$ cat src/rtl/branch_resolve_unit.sv
// Branch prediction (2-bit counter table) and execute-stage branch resolution
// for the 16-bit core, with a saturating mispredict counter.
module branch_resolve_unit #(
    parameter int unsigned PC_W      = 12,
    parameter int unsigned DISP_W    = 8,
    parameter int unsigned BHT_IDX_W = 4,
    parameter int unsigned CNT_W     = 16
) (
    input  logic                 clk,
    input  logic                 rst_n,
    input  logic [PC_W-1:0]      f_pc,
    input  logic [15:0]          f_instr,
    output logic                 pred_taken,
    output logic [PC_W-1:0]      pred_dest,
    input  logic                 r_valid,
    input  logic [PC_W-1:0]      r_pc,
    input  logic [15:0]          r_instr,
    input  logic [3:0]           r_szcv,
    input  logic                 r_pred,
    output logic                 res_valid,
    output logic                 res_taken,
    output logic                 redirect,
    output logic [PC_W-1:0]      redirect_pc,
    output logic [CNT_W-1:0]     mis_cnt
);

    localparam int unsigned BHT_DEPTH = 1 << BHT_IDX_W;
    localparam logic [4:0]  OP_B      = 5'b10100;
    localparam logic [4:0]  OP_BCOND  = 5'b10111;

    // Branch target: pc + sign-extended displacement + 1, wrapping in PC_W bits.
    function automatic logic [PC_W-1:0] calc_target(input logic [PC_W-1:0] pc,
                                                    input logic [15:0]     instr);
        logic [PC_W-1:0] disp_ext;
        disp_ext = PC_W'($signed(instr[DISP_W-1:0]));
        return pc + disp_ext + PC_W'(1);
    endfunction

    // Flag condition evaluation; undefined condition codes are never taken.
    function automatic logic cond_met(input logic [2:0] cond, input logic [3:0] szcv);
        logic s, z, v;
        s = szcv[3];
        z = szcv[2];
        v = szcv[0];
        case (cond)
            3'b000:  return z;
            3'b001:  return s ^ v;
            3'b010:  return z | (s ^ v);
            3'b011:  return ~z;
            default: return 1'b0;
        endcase
    endfunction

    logic [BHT_DEPTH-1:0][1:0] bht;

    logic                 f_is_b;
    logic                 f_is_bcond;
    logic                 r_is_b;
    logic                 r_is_bcond;
    logic                 r_taken;
    logic                 r_mis;
    logic [PC_W-1:0]      r_next_pc;
    logic [BHT_IDX_W-1:0] r_idx;
    logic [1:0]           ctr_cur;
    logic [1:0]           ctr_next;
    logic                 unused_bits;

    assign unused_bits = ^{f_instr[10:8], r_szcv[1]};

    // Fetch-side prediction; reads the table as it stands, no update bypass.
    always_comb begin
        f_is_b     = (f_instr[15:11] == OP_B);
        f_is_bcond = (f_instr[15:11] == OP_BCOND);
        pred_taken = f_is_b | (f_is_bcond & bht[f_pc[BHT_IDX_W-1:0]][1]);
        pred_dest  = calc_target(f_pc, f_instr);
    end

    // Execute-side outcome and next counter value.
    always_comb begin
        r_is_b     = (r_instr[15:11] == OP_B);
        r_is_bcond = (r_instr[15:11] == OP_BCOND);
        r_taken    = r_is_b | (r_is_bcond & cond_met(r_instr[10:8], r_szcv));
        r_mis      = (r_taken != r_pred);
        r_next_pc  = r_taken ? calc_target(r_pc, r_instr) : (r_pc + PC_W'(1));
        r_idx      = r_pc[BHT_IDX_W-1:0];
        ctr_cur    = bht[r_idx];
        ctr_next   = ctr_cur;
        if (r_taken) begin
            if (ctr_cur != 2'b11) ctr_next = ctr_cur + 2'd1;
        end else begin
            if (ctr_cur != 2'b00) ctr_next = ctr_cur - 2'd1;
        end
    end

    always_ff @(posedge clk) begin
        if (!rst_n) begin
            res_valid   <= 1'b0;
            res_taken   <= 1'b0;
            redirect    <= 1'b0;
            redirect_pc <= '0;
            mis_cnt     <= '0;
            bht         <= {BHT_DEPTH{2'b01}};
        end else begin
            res_valid <= r_valid;
            res_taken <= r_valid & r_taken;
            redirect  <= r_valid & r_mis;
            if (r_valid) redirect_pc <= r_next_pc;
            if (r_valid && r_mis && (mis_cnt != {CNT_W{1'b1}})) mis_cnt <= mis_cnt + CNT_W'(1);
            if (r_valid && r_is_bcond) bht[r_idx] <= ctr_next;
        end
    end

endmodule

$ cat config.mk
export PLATFORM = sky130hd
export DESIGN_NAME = branch_resolve_unit
export DESIGN_NICKNAME = d
export VERILOG_FILES = /design/src/rtl/branch_resolve_unit.sv
export SDC_FILE = /design/constraint.sdc
export NUM_CORES = 1
export LEC_CHECK = 0
export BUFFER_PORTS_ARGS = -buffer_cell sky130_fd_sc_hd__buf_2
export CAP_MARGIN = 25
export CORE_MARGIN = 4
export CORE_UTILIZATION = 54
export DETAILED_ROUTE_END_ITERATION = 7
export PLACE_DENSITY = 0.89
export SYNTH_ARGS = -nofsm -noshare
export SYNTH_HDL_FRONTEND = slang
export SYNTH_SLANG_ARGS = --single-unit
$ cat constraint.sdc
create_clock -name clk -period 3.49 [get_ports clk]
set_input_delay 0.5235 -clock clk [delete_from_list [all_inputs] [get_ports clk]]
set_output_delay 0.5235 -clock clk [all_outputs]
set_load 0.02 [all_outputs]
==> flow_metrics.tcl, run 1 <==
set metrics [dict create \
    vias 4327 \
    cts_tree "done" \
    hp-start "bht[0]" \
    clock_latency_ns 0.34 \
    whs_ns 0.477 \
    first_iter_violations 303 \
    most-common-layout-cells "103 x buf_2, 63 x dfxtp_1, 59 x nand2_1" \
    place_congestion 0.889 \
    yosysSeqAreaShare 0.290 \
    die_w_um 97.7 \
    grt_pass1_vias 4154 \
    period_needed_ns 3.29 \
    drc 0 \
    regToRegSetupSlack_ns 1.11 \
    ir_drop_mv 0.225 \
    cts_made_buffers 9 \
    rsz0062_at_grt "false" \
    final_common_cell "buf_2" \
    die-area_um2 9550 \
    syn_to_final_growth_pct 18.2 \
    antenna_left 0 \
    htreeDepth 3 \
    status "complete, no violations" \
    grt_use_total 0.237 \
    syn_avg_cell_area_um2 8.73 \
    synth_area_um2 4350 \
    pin_count 108 \
    grt_pass1_wl_mm 19.0 \
    path_clk_slew_ns 0.08 \
    reg2reg_depth 6 \
    start_kind "input pin" \
    clock_sinks 63 \
    grt_overflow_total 0 \
    synthFlopType "dfxtp_1" \
    n_antenna_cell 0 \
    fin_util 0.662 \
    power.density_nw_per_um2 364 \
    setup_tns_ns 0 \
    ys_warn_count 0 \
    postCtsSetupRepairBufs 0 \
    final_max_slew_viol_count 0 \
    cts-root-buf "clkbuf_8" \
    fmax_ghz 0.304 \
    synth_seq_cells 63 \
    r2r-end "bht[23]" \
    first_pass_iters 5 \
    min_path_type "flop to flop" \
    critPathMaxFanout 5 \
    worstSetupPathType "input pin to output pin" \
    tightest_slew_ns 0.825 \
    power.leakage_nw 2.26 \
    slew_headroom 0.449 \
    post_cts_resized 0 \
    synthArstFlopShare 0 \
    hold_end "bht[0]" \
    syn_inst 498 \
    holdPathStages 2 \
    cts_hold_buffers 0 \
    synth_enable_flop_cells 0 \
    post-route-period-util 0.943 \
    required_ns 2.97 \
    coreArea_um2 7770 \
    reg2reg_from "bht[2]" \
    finalWirelength_mm 11.6 \
    syn_nets 591 \
    cts_max_path_buffers 2 \
    fin_worst_skew_ns 0.00956 \
    layout-drive-gt1-share 0.253 \
    port_buffers 103 \
    ys_types 65 \
    die_h_um 97.7 \
    worstSetupEndpointType "output pin" \
    final_hold_viol_count 0 \
    setup_viol 0 \
    stdcell_area_um2 5140 \
    dpl-instance-area_um2 4920 \
    grt_max_degree 53 \
    start_util 0.560 \
    drv_cap 0 \
    rows 32 \
    avgRoutedWirePerCell_um 16.4 \
    fin_nets 689 \
    antenna_found_initial 0 \
    dp.final_hpwl_mm 8.53 \
    cp.arrival_ns 2.77 \
    power_mw 1.87 \
    drt-vias-per-instance 6.16 \
]
[worst max-delay path, cell delays in order]
cell and delay, ns:
buf_2 0.15, inv_1 0.07, ha_1 0.16, inv_1 0.06
fa_1 0.40, a21o_1 0.19, a21oi_1 0.27, o211ai_1 0.18
a31o_2 0.26, a21oi_1 0.18, xnor2_1 0.14, buf_2 0.18
[worst max path at each step]
stage / start / endpoint / slack, ns
6_report: f_pc[0] / pred_dest[10] / 0.20
2_1_floorplan: f_pc[0] / pred_dest[10] / 0.44
3_3_place_gp: f_pc[0] / pred_dest[10] / 0.31
5_1_grt: f_pc[0] / pred_dest[10] / 0.005
4_1_cts: f_pc[0] / pred_dest[10] / 0.21
3_5_place_dp: f_pc[0] / pred_dest[10] / 0.21
[where the power goes]
part	switching (mW)	internal, mW	total [mW]
combinational	0.247	0.166	0.413
sequential	0.00738	0.731	0.738
clock	0.311	0.407	0.718
[kinds of logic (layout without fill, tap and decap cells)]
kind of cell	after synthesis	count (layout)	synth area share
compound gates	134	134	0.218
xor+xnor	26	26	0.0524
fa+ha+maj	29	29	0.0869
buf+inv	34	137	0.0351
flops	63	63	0.290
mux	22	22	0.0941
simple gates	190	190	0.224
[sequential cells by signal, indices dropped and copies added, names as in the netlist]
signal / flops
bht: 32
res_valid: 1
res_taken: 1
mis_cnt: 16
redirect: 1
redirect_pc: 12
[metrics by stage]
stage | setup slack (ns) | cells
6_report | 0.200 | 703
5_1_grt | 0.00509 | 703
4_1_cts | 0.214 | 703
3_5_place_dp | 0.214 | 687
3_3_place_gp | 0.306 | 687
2_1_floorplan | 0.440 | 498
[area by class of cell]
cell class	instances	area (um^2)
repair buffers	106	538
clock inverters	6	93.8
clock buffers	10	128
well taps	102	128
multi-input cells	401	2930
flip-flops and latches	63	1260
inverters	15	56.3
fillers	640	2630
[routing by layer]
| metal | vias up | GRT usage | wire, um |
|---|---|---|---|
| met2 | 192 | 0.423 | 5960 |
| met5 | - | 0 | 0 |
| met1 | 2027 | 0.283 | 4620 |
| li1 | 2064 | - | - |
| met3 | 44 | 0.0464 | 681 |
| met4 | 0 | 0.0841 | 294 |
[Yosys cell counts, drive strengths merged, types with 3 or more instances]
cell | number | area share
nor2b | 6 | 0.0086
xor2 | 7 | 0.014
nand3 | 36 | 0.041
nand3b | 3 | 0.0052
o41ai | 5 | 0.010
nand4 | 4 | 0.0058
mux2i | 9 | 0.021
o311ai | 3 | 0.0060
inv | 14 | 0.012
o21a | 7 | 0.012
xnor2 | 19 | 0.038
nor3 | 8 | 0.0092
o31ai | 3 | 0.0052
a21o | 3 | 0.0069
ha | 27 | 0.078
or2 | 5 | 0.0072
buf | 3 | 0.0083
a211oi | 4 | 0.0069
and2 | 7 | 0.010
a21oi | 26 | 0.030
mux4 | 13 | 0.073
a31oi | 3 | 0.0043
or4 | 3 | 0.0052
clkbuf | 16 | 0.014
nor2 | 20 | 0.017
o211ai | 19 | 0.044
nand2b | 15 | 0.022
o21ai | 41 | 0.048
and3 | 9 | 0.013
nor4 | 5 | 0.0086
dfxtp | 63 | 0.29
nand2 | 60 | 0.052
(Power assumes the default switching activity.)
==> run 2: changes to the inputs <==
CORE_UTILIZATION = 50   (was 54)
PLACE_DENSITY = 0.84   (was 0.89)
==> run 2 against run 1 <==
- sequential power hardly changed
- clock skew rose by 0.0018 ns
- critical path depth stayed put
- worst hold slack worse by 0.0051 ns
- global-route usage decreased by 1.8 points
- setup slack gained 0.013 ns
- register-to-register slack improved by 0.04 ns
- via count shrank 2.2%
- wire length is 2.4% lower
- count of clock-buffer cells in the layout up 2
- sequential share of layout area up 0.096 points
- power decreased by 3.8%
- critical endpoint unchanged
==> flow_metrics.tcl, run 2 (synthesis results as in run 1) <==
set metrics [dict create \
    required_ns 2.97 \
    cts-root-buf "clkbuf_8" \
    htreeDepth 3 \
    final_common_cell "buf_2" \
    cp_cell_sequence "buf_2 -> inv_1 -> ha_1 -> inv_1 -> fa_1 -> a21o_1 -> a21oi_1 -> o211ai_1 -> a31o_2 -> a21oi_1 -> xnor2_1 -> buf_2" \
    ir_drop_mv 0.224 \
    busiest_layer "met2" \
    min_path_type "flop to flop" \
    start_kind "input pin" \
    cts_tree "done" \
    hold_end "bht[2]" \
    worstSetupEndpointType "output pin" \
    setup_viol 0 \
    slew_headroom 0.434 \
    post_cts_resized 0 \
    power.leakage_nw 2.25 \
    grt_use_met1 0.265 \
    setup_tns_ns 0 \
    largest_register_ffs 32 \
    finalNonFillerCells 705 \
    p_seq_frac 0.411 \
    preCtsSetupSlack_ns 0.211 \
    dp.final_hpwl_mm 8.55 \
    path_clk_slew_ns 0.07 \
    largest_registers "bht x32, mis_cnt x16, redirect_pc x12" \
    pin_count 108 \
    grtUsageMet3 0.0489 \
    die_h_um 101 \
    n_antenna_cell 0 \
    p_sw_frac 0.298 \
    postCtsSetupRepairBufs 0 \
    port_buffers 103 \
    cts_max_path_buffers 2 \
    fin_util 0.614 \
    grt_overflow_total 0 \
    worstSetupPathType "input pin to output pin" \
    rsz0062_at_grt "false" \
    finalWirelength_mm 11.3 \
    start_util 0.521 \
    grt.met2_usage 0.389 \
    rows 33 \
    crit_buf_inv 4 \
    tightest_slew_ns 0.847 \
    syn_to_final_growth_pct 17.7 \
    place_congestion 0.896 \
    grt_pass1_wl_mm 18.3 \
    intPower_mw 1.26 \
    drc 0 \
    fmax_ghz 0.305 \
    avgRoutedWirePerCell_um 16.0 \
    grt_pass1_vias 4013 \
    fin_worst_skew_ns 0.0114 \
    first_pass_iters 4 \
    grt_use_total 0.219 \
    first_iter_violations 245 \
    reg2reg_from "bht[2]" \
    largest-register "bht" \
    status "complete, no violations" \
    period_needed_ns 3.28 \
    critPathMaxFanout 5 \
    clock_sinks 63 \
    max_stage_delay_ns 0.40 \
    r2r-end "bht[29]" \
    holdPathStages 2 \
    final_hold_viol_count 0 \
    critical-path-top-delay-family "compound AO/OA/AOI/OAI gates" \
    combPwrFrac 0.229 \
    layout-drive-gt1-share 0.252 \
    hp-start "bht[2]" \
    p_clk_frac 0.360 \
    coreArea_um2 8340 \
    worst_slack_ns 0.213 \
    antenna_found_initial 0 \
    antenna_left 0 \
    grt_max_degree 36 \
    reg2reg_depth 6 \
    cts_hold_buffers 0 \
    die_w_um 101 \
    clock_latency_ns 0.34 \
    final_max_slew_viol_count 0 \
    drv_cap 0 \
    critPathSlowestCell "fa_1" \
    dp_cells 690 \
    switchingPower_uw 537 \
    most-common-layout-cells "103 x buf_2, 63 x dfxtp_1, 59 x nand2_1" \
    drt-vias-per-instance 6.00 \
    die-area_um2 10300 \
    cts_made_buffers 9 \
    fin_nets 689 \
    regToRegSetupSlack_ns 1.15 \
    vias 4231 \
    cp.arrival_ns 2.75 \
    post-route-period-util 0.939 \
    power.density_nw_per_um2 351 \
    num-fill-cells 718 \
]
-- run 2: routing by layer --
layer	routed length, um	share of wire
met3	662	0.059
met2	5880	0.52
met1	4530	0.40
met4	212	0.019
met5	0	0
-- run 2: tightest hold or removal path, delay by kind of cell (launching register included) --
family,cells,cell delay [ns]
flip-flops,1,0.32
AND/OR/NAND/NOR,1,0.06
AO/OA/AOI/OAI,1,0.06
-- run 2: how the worst max path moves through the flow --
stage / from / end / slack, ns / cells after the start
6_report: f_pc[0] / pred_dest[10] / 0.21 / 12
2_1_floorplan: f_pc[0] / pred_dest[10] / 0.44 / 11
4_1_cts: f_pc[0] / pred_dest[10] / 0.20 / 12
3_5_place_dp: f_pc[0] / pred_dest[10] / 0.21 / 12
5_1_grt: f_pc[0] / pred_dest[10] / 0.07 / 12
3_3_place_gp: f_pc[0] / pred_dest[10] / 0.25 / 12
-- run 2: final cells by class --
class,count,area [um^2],share of cell area
Sequential cell,63,1260,0.246
Clock inverter,3,42.5,0.00831
Inverter,15,56.3,0.0110
Tap cell,105,131,0.0257
Multi-Input combinational cell,401,2930,0.573
Clock buffer,12,155,0.0303
Timing Repair Buffer,106,538,0.105
-- run 2: stage by stage --
step / cell area [um^2] / power [mW] / hold slack (ns)
after floorplan: 4350 / 1.03 / 0.438
after global placement: 4920 / 1.15 / 0.448
after detailed placement: 4920 / 1.16 / 0.461
after CTS: 5120 / 1.81 / 0.477
after global routing: 5120 / 1.88 / 0.494
final: 5120 / 1.80 / 0.472
-- run 2: power groups by stage --
stage	registers (mW)	logic, mW	clock network (mW)
final	0.739	0.412	0.647
after global routing	0.740	0.454	0.682
after CTS	0.739	0.412	0.655
after detailed placement	0.755	0.410	0
after global placement	0.755	0.393	0
after floorplan	0.769	0.263	0
